## config.mk

```make
export PLATFORM = sky130hd
export DESIGN_NAME = gmii_rx_framer
export DESIGN_NICKNAME = d
export VERILOG_FILES = /design/src/rtl/eth_pkg.sv /design/src/rtl/eth_crc32_d8.sv /design/src/rtl/gmii_rx_framer.sv
export SDC_FILE = /design/constraint.sdc
export NUM_CORES = 1
export LEC_CHECK = 0
export ABC_AREA = 1
export BUFFER_PORTS_ARGS = -buffer_cell sky130_fd_sc_hd__buf_2
export CAP_MARGIN = 5
export CORE_ASPECT_RATIO = 1.4
export CORE_UTILIZATION = 55
export DETAILED_ROUTE_END_ITERATION = 10
export MAX_ROUTING_LAYER = met4
export PLACE_DENSITY = 0.74
export SETUP_SLACK_MARGIN = 0.1
export SLEW_MARGIN = 10
export SYNTH_ARGS = -nofsm -noshare
export SYNTH_HDL_FRONTEND = slang
export SYNTH_SLANG_ARGS = --single-unit
```

## constraint.sdc

```tcl
create_clock -name gmii_rx_clk -period 2.3 [get_ports gmii_rx_clk]
set_input_delay 0.69 -clock gmii_rx_clk [delete_from_list [all_inputs] [get_ports gmii_rx_clk]]
set_output_delay 0.69 -clock gmii_rx_clk [all_outputs]
set_load 0.01 [all_outputs]
```

## src/rtl/eth_pkg.sv

```systemverilog
// Shared Ethernet constants, status bit layout and RX framer state encoding.
package eth_pkg;

  localparam logic [7:0]  ETH_PREAMBLE    = 8'h55;
  localparam logic [7:0]  ETH_SFD         = 8'hD5;
  localparam logic [31:0] ETH_CRC_POLY    = 32'hEDB88320;
  localparam logic [31:0] ETH_CRC_RESIDUE = 32'hDEBB20E3;

  // Frame status vector {too_long, too_short, rx_er, fcs_bad}
  localparam int unsigned ST_FCS_BAD   = 0;
  localparam int unsigned ST_RX_ER     = 1;
  localparam int unsigned ST_TOO_SHORT = 2;
  localparam int unsigned ST_TOO_LONG  = 3;
  localparam int unsigned ST_W         = 4;

  typedef enum logic [2:0] {
    S_IDLE  = 3'd0,
    S_PRE   = 3'd1,
    S_DATA  = 3'd2,
    S_FLUSH = 3'd3,
    S_DROP  = 3'd4
  } rx_state_e;

endpackage

```

## src/rtl/eth_crc32_d8.sv

```systemverilog
// Combinational CRC-32 (reflected 0xEDB88320) advance by one byte, LSB first.
module eth_crc32_d8
  import eth_pkg::*;
(
  input  logic [31:0] crc_in,
  input  logic [7:0]  data_in,
  output logic [31:0] crc_out
);

  logic [31:0] c;

  // Bit-serial shift unrolled over the eight data bits
  always_comb begin
    c = crc_in;
    for (int i = 0; i < 8; i++) begin
      if (c[0] ^ data_in[i]) begin
        c = (c >> 1) ^ ETH_CRC_POLY;
      end else begin
        c = c >> 1;
      end
    end
    crc_out = c;
  end

endmodule

```

## src/rtl/gmii_rx_framer.sv

```systemverilog
// GMII receive framer: strips preamble/SFD, checks FCS, length and rx_er,
// and streams frame bytes with sof/eof/status plus good/bad frame counters.
// Build option GMII_RX_FCS_STRIP_EN removes the 4 FCS bytes from the stream.
module gmii_rx_framer
  import eth_pkg::*;
#(
  parameter int unsigned MIN_FRAME = 64,
  parameter int unsigned MAX_FRAME = 1518,
  parameter int unsigned CNT_W     = 16
) (
  input  logic             gmii_rx_clk,
  input  logic             reset,
  input  logic [7:0]       gmii_rxd,
  input  logic             gmii_rx_dv,
  input  logic             gmii_rx_er,
  output logic [7:0]       out_data,
  output logic             out_valid,
  output logic             out_sof,
  output logic             out_eof,
  output logic [ST_W-1:0]  out_status,
  output logic [CNT_W-1:0] frame_ok_cnt,
  output logic [CNT_W-1:0] frame_err_cnt
);

  localparam int unsigned DL_DEPTH = 5;
  localparam int unsigned FILL_W   = $clog2(DL_DEPTH + 1);
  localparam int unsigned LEN_W    = $clog2(MAX_FRAME + 2);
`ifdef GMII_RX_FCS_STRIP_EN
  localparam int unsigned RUNT_MAX = 4;
`else
  localparam int unsigned RUNT_MAX = 5;
`endif

  localparam logic [LEN_W-1:0]  LEN_SAT  = LEN_W'(MAX_FRAME + 1);
  localparam logic [LEN_W-1:0]  LEN_MAX  = LEN_W'(MAX_FRAME);
  localparam logic [LEN_W-1:0]  LEN_MIN  = LEN_W'(MIN_FRAME);
  localparam logic [LEN_W-1:0]  LEN_RUNT = LEN_W'(RUNT_MAX);
  localparam logic [FILL_W-1:0] FILL_FULL = FILL_W'(DL_DEPTH);
  localparam logic [CNT_W-1:0]  CNT_MAX  = {CNT_W{1'b1}};

  rx_state_e                   state;
  logic [DL_DEPTH-1:0][7:0]    dl;
  logic [FILL_W-1:0]           fill;
  logic [31:0]                 crc;
  logic [31:0]                 crc_nxt;
  logic [LEN_W-1:0]            len;
  logic                        rx_er_acc;
  logic                        sof_pend;
  logic                        ok_pend;
  logic                        err_pend;
  logic [ST_W-1:0]             fin_status;
`ifndef GMII_RX_FCS_STRIP_EN
  logic [ST_W-1:0]             status_q;
  logic [2:0]                  flush_cnt;
`endif

  eth_crc32_d8 u_crc (
    .crc_in  (crc),
    .data_in (gmii_rxd),
    .crc_out (crc_nxt)
  );

  // Frame verdict from the accumulated state, used on the cycle dv falls
  always_comb begin
    fin_status               = '0;
    fin_status[ST_TOO_LONG]  = (len > LEN_MAX);
    fin_status[ST_TOO_SHORT] = (len < LEN_MIN);
    fin_status[ST_RX_ER]     = rx_er_acc;
    fin_status[ST_FCS_BAD]   = (crc != ETH_CRC_RESIDUE);
  end

  // Framer FSM, delay line, CRC/length accumulation, output beats and counters
  always_ff @(posedge gmii_rx_clk) begin
    if (reset) begin
      state         <= S_IDLE;
      dl            <= '0;
      fill          <= '0;
      crc           <= '1;
      len           <= '0;
      rx_er_acc     <= 1'b0;
      sof_pend      <= 1'b0;
      ok_pend       <= 1'b0;
      err_pend      <= 1'b0;
      out_data      <= '0;
      out_valid     <= 1'b0;
      out_sof       <= 1'b0;
      out_eof       <= 1'b0;
      out_status    <= '0;
      frame_ok_cnt  <= '0;
      frame_err_cnt <= '0;
`ifndef GMII_RX_FCS_STRIP_EN
      status_q      <= '0;
      flush_cnt     <= '0;
`endif
    end else begin
      out_data   <= '0;
      out_valid  <= 1'b0;
      out_sof    <= 1'b0;
      out_eof    <= 1'b0;
      out_status <= '0;
      ok_pend    <= 1'b0;
      err_pend   <= 1'b0;

      if (ok_pend && (frame_ok_cnt != CNT_MAX)) begin
        frame_ok_cnt <= frame_ok_cnt + 1'b1;
      end
      if (err_pend && (frame_err_cnt != CNT_MAX)) begin
        frame_err_cnt <= frame_err_cnt + 1'b1;
      end

      // Frame accumulators are primed while waiting so DATA starts clean
      if ((state == S_IDLE) || (state == S_PRE)) begin
        fill      <= '0;
        crc       <= '1;
        len       <= '0;
        rx_er_acc <= 1'b0;
        sof_pend  <= 1'b1;
      end

      unique case (state)
        S_IDLE: begin
          if (gmii_rx_dv) begin
            if (gmii_rxd == ETH_PREAMBLE) begin
              state <= S_PRE;
            end else if (gmii_rxd == ETH_SFD) begin
              state <= S_DATA;
            end else begin
              state <= S_DROP;
            end
          end
        end

        S_PRE: begin
          if (!gmii_rx_dv) begin
            state <= S_IDLE;
          end else if (gmii_rx_er) begin
            state <= S_DROP;
          end else if (gmii_rxd == ETH_SFD) begin
            state <= S_DATA;
          end else if (gmii_rxd != ETH_PREAMBLE) begin
            state <= S_DROP;
          end
        end

        S_DATA: begin
          if (gmii_rx_dv) begin
            dl        <= {dl[DL_DEPTH-2:0], gmii_rxd};
            crc       <= crc_nxt;
            rx_er_acc <= rx_er_acc | gmii_rx_er;
            if (len != LEN_SAT) begin
              len <= len + 1'b1;
            end
            if (fill == FILL_FULL) begin
              out_valid <= 1'b1;
              out_data  <= dl[DL_DEPTH-1];
              out_sof   <= sof_pend;
              sof_pend  <= 1'b0;
            end else begin
              fill <= fill + 1'b1;
            end
          end else if (len <= LEN_RUNT) begin
            // Runt: nothing was or will be emitted, only the error count moves
            err_pend <= 1'b1;
            state    <= S_IDLE;
          end else begin
            out_valid <= 1'b1;
            out_data  <= dl[DL_DEPTH-1];
            out_sof   <= sof_pend;
            sof_pend  <= 1'b0;
`ifdef GMII_RX_FCS_STRIP_EN
            // Oldest entry is the last payload byte; the 4 FCS bytes are dropped
            out_eof    <= 1'b1;
            out_status <= fin_status;
            ok_pend    <= (fin_status == '0);
            err_pend   <= (fin_status != '0);
            state      <= S_IDLE;
`else
            status_q  <= fin_status;
            dl        <= {dl[DL_DEPTH-2:0], 8'h00};
            flush_cnt <= 3'(DL_DEPTH - 1);
            state     <= S_FLUSH;
`endif
          end
        end

`ifndef GMII_RX_FCS_STRIP_EN
        S_FLUSH: begin
          out_valid <= 1'b1;
          out_data  <= dl[DL_DEPTH-1];
          out_sof   <= sof_pend;
          sof_pend  <= 1'b0;
          dl        <= {dl[DL_DEPTH-2:0], 8'h00};
          flush_cnt <= flush_cnt - 1'b1;
          if (flush_cnt == 3'd1) begin
            out_eof    <= 1'b1;
            out_status <= status_q;
            ok_pend    <= (status_q == '0);
            err_pend   <= (status_q != '0);
            state      <= gmii_rx_dv ? S_DROP : S_IDLE;
          end
        end
`endif

        S_DROP: begin
          if (!gmii_rx_dv) begin
            state <= S_IDLE;
          end
        end

        default: state <= S_IDLE;
      endcase
    end
  end

endmodule

```

# Word-level counts from Yosys, hierarchy flattened
# Cells that the tools add are included.
totals:
  inputBits: 12
  output_inout_bits: 47
  wordCells: 147
  register_bits: 147
op_classes:
  n_bitwise: 21
  n_eq_ne: 20
  n_addsub: 5
  n_lt_le_gt_ge: 3
  mux: 63
  reduce_logical: 13
op_table:
  columns: ["operator", "count"]
  rows:
  - ["$mux W32", 11]
  - ["$not A13 Y14", 8]
  - ["$mux W40", 2]
  - ["$pmux W40 S2", 1]
  - ["$mux W3", 17]
  - ["$mux W11", 4]
  - ["$add A16 B1 Y16 const B", 2]
  - ["$ne A16 B16 Y1 const B", 2]
  - ["$ne A32 B32 Y1 const B", 1]
  - ["$mux W8", 3]
  - ["$mux W1", 17]
  - ["$pmux W8 S2", 1]
  - ["$pmux W3 S5", 1]
  - ["$add A11 B1 Y11 const B", 1]
  - ["$gt A11 B11 Y1 const B", 1]
  - ["$le A11 B3 Y1 const B", 1]
  - ["$lt A11 B7 Y1 const B", 1]
  - ["$ne A11 B11 Y1 const B", 1]
  - ["$ne A2 B2 Y1 const B", 5]
  - ["$eq A8 B7 Y1 const B", 1]
  - ["$eq A8 B8 Y1 const B", 1]
  - ["$ne A8 B7 Y1 const B", 1]
  - ["$pmux W1 S2", 4]
  - ["$xor A1 B1 Y1", 8]
  - ["22 further kinds", 30]

# Longest topological paths before layout
depth:
  word_depth: 18
  mapped_depth: 13
  mapped_depth_nobuf: 13

# Modules after synthesis
# Synthesis repeated with hierarchy kept, for this count alone.
hier_totals:
  hier_cells: 1135
  area_unflattened_um2: 7865.0
by_module_without_submodules:
  columns: ["module", "instances", "seq_area_each_um2", "area_each_um2", "cells_each"]
  rows:
  - ["gmii_rx_framer", 1, 2942.8, 6631.4, 940]
  - ["eth_crc32_d8", 1, 0.0, 1233.7, 195]

# Worst setup path before layout
# OpenSTA, ideal clock, no wires.
synth_path:
  path_kind: "input -> register"
  start: "input gmii_rxd[3]"
  end: "register crc[16]"
  required_time_ns: 2.174
  slack_ns: 0.431
  setup_ns: 0.126
  path_buffers: 0
  cell_stages: 9
  arrival_time_ns: 1.743
  cell_sequence: "inv_1 nand2_1 nand2_1 nand2_1 nand2_1 xor2_1 nor2_1 o21ai_0 nand2_1"
synth_between:
  elab_chain_cells: 9
synth_rtl:
  columns: ["element", "line_no", "rtl"]
  rows:
  - ["start: declaration", "gmii_rx_framer.sv:13", "input logic [7:0] gmii_rxd,"]
  - ["$xor A1 B1 Y1 (*)", "eth_crc32_d8.sv:16", "if (c[0] ^ data_in[i]) begin"]
  - ["$mux W32 (*)", "eth_crc32_d8.sv:16", null]
  - ["$not A13 Y14 (no line)", null, null]
  - ["$mux W32 (*) (4 in a row)", "eth_crc32_d8.sv:16", null]
  - ["$mux W32 (*)", "gmii_rx_framer.sv:146", "if (gmii_rx_dv) begin"]
  - ["$mux W32 (*)", "gmii_rx_framer.sv:120", "unique case (state)"]
  - ["end signal: assignment", "gmii_rx_framer.sv:148", "crc <= crc_nxt;"]
  - ["end: declaration", "gmii_rx_framer.sv:44", "logic [31:0] crc;"]
# Every way passes the cells marked *; elsewhere a longest branch is shown, timed or not.
# A chain may end at the register's enable or synchronous reset.

# Worst setup path in the final report
layout_path:
  start: "register len[1]"
  end: "register dl[0] (netlist name)"
layout_between:
  elab_chain_cells: 3
layout_rtl:
  columns: ["element", "line_no", "rtl"]
  rows:
  - ["start: declaration", "gmii_rx_framer.sv:46", "logic [LEN_W-1:0] len;"]
  - ["start signal: assignment", "gmii_rx_framer.sv:151", "len <= len + 1'b1;"]
  - ["$le A11 B3 Y1", "gmii_rx_framer.sv:161", "end else if (len <= LEN_RUNT) begin"]
  - ["$ne A3 B3 Y1 (no line)", null, null]
  - ["$reduce_and A2 Y1 (no line)", null, null]
  - ["end signal: assignment", "gmii_rx_framer.sv:147", "dl <= {dl[DL_DEPTH-2:0], gmii_rxd};"]
  - ["end signal: assignment", "gmii_rx_framer.sv:179", "dl <= {dl[DL_DEPTH-2:0], 8'h00};"]
  - ["end signal: assignment", "gmii_rx_framer.sv:192", "dl <= {dl[DL_DEPTH-2:0], 8'h00};"]
  - ["end: declaration", "gmii_rx_framer.sv:42", "logic [DL_DEPTH-1:0][7:0] dl;"]
# No other way between the ends.

==> Implementation_results.wiki <==
{| class="wikitable"
! Metric !! Value
|-
| Outcome || finished, final reports clean
|-
| Cell taking the most area after synthesis || sky130_fd_sc_hd__dfxtp_1
|-
| Crit path top cell by count || sky130_fd_sc_hd__nand3_1
|-
| Bufs and invs on worst path || 2
|-
| Number of placement rows || 50
|-
| Measured slew at the worst slew-check pin || 468 ps
|-
| Top post-synthesis cells by area || sky130_fd_sc_hd__dfxtp_1 38%, sky130_fd_sc_hd__nand2_1 16%, sky130_fd_sc_hd__nor2_1 7.7%
|-
| Seq cells post-synth || 147
|-
| Beginning of the critical path || len[1]
|-
| Area growth from synthesis to final layout || 15.5%
|-
| Placer Congestion || 0.982
|-
| Ys async rst share || 0%
|-
| Launching point of the worst reg2reg path || len[1]
|-
| DP Cell Count || 1392
|-
| Number of inserted diodes || 0
|-
| Post-Synthesis Net Count || 1186
|-
| Capturing point of the worst reg2reg path || dl[0]
|-
| Time the final worst path needs with I/O delays and setup || 1900 ps
|-
| Io pins || 59
|-
| Final Max Tran Viols || 0
|-
| Kind of capture point of the worst setup path || flip-flop
|-
| CP peak stage delay || 410 ps
|-
| Total count of hold-check failures in the final report || 0
|-
| Number of global-route vias before repair || 6727
|-
| Worst vdd rail ir drop || 1.05 mV
|-
| Maximum buffer depth of the clock tree || 2
|-
| Port bufs || 58
|-
| Number of instances resized during post-cts repair || 0
|-
| Initial DRC Count || 335
|-
| Worst-path cell with the longest stage delay || sky130_fd_sc_hd__dfxtp_1
|-
| Number of maximum-capacitance constraint violations || 0
|-
| Share of the clock period used by the worst path || 82.4%
|-
| Post-Route Setup TNS || 0 ps
|-
| Sequential-to-total area share from yosys stat || 38.3%
|-
| Mapped Avg Cell Area || 6.60 um^2
|-
| Area of the core || 13500 um^2
|-
| Worst-path clk slew || 60 ps
|-
| Sinks on Clock Net || 147
|-
| Drt via density || 5.27
|-
| Count of endpoints failing setup in the final report || 0
|-
| Number of distinct library cell variants in the gate-level netlist after synthesis || 37
|-
| Count of hold-fix buffers inserted at cts || 0
|-
| Worst slew margin relative to its limit || 68.6%
|-
| Total number of H-tree levels || 4
|-
| Endpoint required time on the critical path || 2610 ps
|-
| Antenna Nets Post-Route || 0
|-
| Post-synthesis cell count || 1165
|-
| Clk Tree Root Cell || sky130_fd_sc_hd__clkbuf_16
|-
| TritonCTS clock tree || done
|-
| Arrival time of data at the critical path endpoint || 2210 ps
|-
| Initial core utilization || 56.9%
|-
| Worst R2R Path Depth || 11
|-
| GRT Resource Usage Total || 28.2%
|-
| Worst skew pair latency || 420 ps
|-
| Largest net degree at the start of global routing || 42
|-
| Die boundary height || 142 um
|-
| # Post-CTS Setup Buffers || 0
|-
| Cell chain of the critical path || inv_1, ha_1, nand3_1, nand3_1, nand3_1, nor2_1, nand2_1, buf_12, nand3_1, nand2_1, nor2_1
|-
| Count of nets after finishing || 1250
|-
| First-pass GRT wire length || 31.1 mm
|-
| Final Routed Wirelength || 19.0 mm
|-
| Horizontal die dimension || 102 um
|-
| Synth Warn # || 0
|-
| Via count || 7500
|-
| Power density cells || 857 nW/um^2
|-
| Fmax achieved || 527 MHz
|-
| Worst setup path end || dl[0]
|-
| Die area || 14500 um^2
|-
| Share of cells above drive strength 1 || 10.9%
|-
| Routed wire per std cell || 13.4 um
|-
| Count of flip-flops with a built-in enable after synthesis || 0
|-
| Critical-path maximum fanout || 41
|-
| Critical path depth in cells || 11
|-
| RSZ-0062 raised after global routing || false
|-
| Number of antenna violations at the first check in global routing || 0
|-
| Setup crit start kind || flip-flop
|-
| Most frequent cell after synthesis || sky130_fd_sc_hd__nand2_1
|-
| Final global-route overflow total || 0
|-
| Total clock buffers created by CTS || 17
|-
| Mapped cell area || 7690 um^2
|-
| Synth cell count leaders || 336 x sky130_fd_sc_hd__nand2_1, 158 x sky130_fd_sc_hd__nor2_1, 147 x sky130_fd_sc_hd__dfxtp_1, 117 x sky130_fd_sc_hd__inv_1, 84 x sky130_fd_sc_hd__nand3_1
|-
| HPWL reported at the end of detailed placement || 13.7 mm
|-
| Primary flip-flop cell chosen by synthesis mapping || sky130_fd_sc_hd__dfxtp_1
|-
| Worst Skew || 10.0 ps
|-
| First-pass detailed-route iteration total || 5
|-
| Category of cells accounting for the largest share of critical-path delay || simple AND/OR/NAND/NOR gates
|-
| Class of the most critical setup path || flip-flop to flip-flop
|-
| Final routed DRC violation total || 0
|-
| Leak || 4.07 nW
|-
| Path class of the lowest-slack min-delay path || flip-flop to flip-flop
|-
| R2r setup slk || 400 ps
|-
| Area fraction of the dominant cell type after synthesis || 38.3%
|-
| Layout Cells excl Fill || 1424
|}
==> where the power goes <==
part | total (mW) | leakage (nW) | switching [mW] | internal, mW
clock network | 2.76 | 0.287 | 1.17 | 1.59
registers | 2.95 | 1.19 | 0.147 | 2.80
logic | 1.91 | 2.59 | 1.23 | 0.676
==> through the flow <==
step | instance area, um^2 | hold WS, ps | util (%) | power (mW) | worst slack [ps]
floorplan | 7690 | 405 | - | 4.38 | 431
detailed placement | 8290 | 417 | 61.4 | 4.89 | 129
finish | 8880 | 425 | 65.7 | 7.61 | 404
global placement | 8290 | 412 | 61.4 | 4.86 | 108
global route | 8880 | 434 | 65.7 | 8.03 | 151
CTS | 8880 | 428 | 65.7 | 7.66 | 395
==> per-layer routing <==
layer	routed length, um	vias up	GRT usage, %
met1	8020	3431	31.3
met4	561	0	10.8
met2	9710	178	49.6
li1	-	3841	-
met3	738	50	4.68
met5	0	-	-
==> cells in the final DEF (no fill, tap or decap), types with 3 or more instances in the layout <==
master | Yosys | routed
sky130_fd_sc_hd__nand2_1 | 336 | 336
sky130_fd_sc_hd__nor2_1 | 158 | 158
sky130_fd_sc_hd__dfxtp_1 | 147 | 147
sky130_fd_sc_hd__inv_1 | 117 | 116
sky130_fd_sc_hd__nand3_1 | 84 | 84
sky130_fd_sc_hd__a21oi_1 | 61 | 60
sky130_fd_sc_hd__buf_2 | 14 | 58
sky130_fd_sc_hd__o21ai_0 | 44 | 44
sky130_fd_sc_hd__nand3b_1 | 34 | 34
sky130_fd_sc_hd__xor2_1 | 32 | 32
sky130_fd_sc_hd__nor3_1 | 24 | 24
sky130_fd_sc_hd__buf_4 | 1 | 22
sky130_fd_sc_hd__xnor2_1 | 18 | 18
sky130_fd_sc_hd__clkbuf_16 | 0 | 17
sky130_fd_sc_hd__o22ai_1 | 16 | 16
sky130_fd_sc_hd__nand4_1 | 11 | 11
sky130_fd_sc_hd__ha_1 | 9 | 9
sky130_fd_sc_hd__inv_2 | 5 | 6
sky130_fd_sc_hd__clkinv_4 | 1 | 5
sky130_fd_sc_hd__nor4_1 | 4 | 4
sky130_fd_sc_hd__buf_12 | 0 | 4
sky130_fd_sc_hd__nor3b_1 | 3 | 3
sky130_fd_sc_hd__nand2_2 | 3 | 3
sky130_fd_sc_hd__a211oi_1 | 3 | 3
sky130_fd_sc_hd__a31oi_1 | 3 | 3
sky130_fd_sc_hd__inv_6 | 0 | 3
sky130_fd_sc_hd__inv_8 | 0 | 3
==> worst reg2reg max path: cells and delay by family (launching register included) <==
family | cells | cell delay [ps]
AND/OR/NAND/NOR | 8 | 860
flip-flops | 1 | 410
buffers and inverters | 2 | 310
adder cells (fa/ha/maj) | 1 | 190
==> how the worst min path moves through the flow <==
stage,startpoint,depth (start not counted),slack (ps),end
2_1_floorplan,sof_pend,2,410,out_sof
3_3_place_gp,dl[37],2,410,out_data[5]
3_5_place_dp,sof_pend,2,420,out_sof
4_1_cts,dl[39],2,430,out_data[7]
5_1_grt,dl[39],2,430,out_data[7]
6_report,dl[39],2,420,out_data[7]
==> kinds of logic after synthesis <==
family / Yosys count / share of synthesized area, %
xor+xnor: 50 / 5.69
compound gates: 130 / 8.93
simple gates: 665 / 37.3
fa+ha+maj: 9 / 1.46
buf+inv: 164 / 8.36
flops: 147 / 38.3
==> flip-flops by register name, summed over array words and instances (netlist names), 3 cells and up <==
signal / count
frame_ok_cnt: 16
out_data: 8
frame_err_cnt: 16
status_q: 4
state: 3
flush_cnt: 3
dl: 40
out_status: 4
crc: 32
fill: 3
len: 11
==> final cells by class <==
cell class                      instances  area (um^2)
Fill cell                            1320         4630
Clock buffer                           19          453
Sequential cell                       147         2940
Timing Repair Buffer                   84          536
Tap cell                              182          228
Clock inverter                         13          140
Multi-Input combinational cell        854         4110
Inverter                              125          475
No activity file was read; power rests on OpenSTA's default activity.
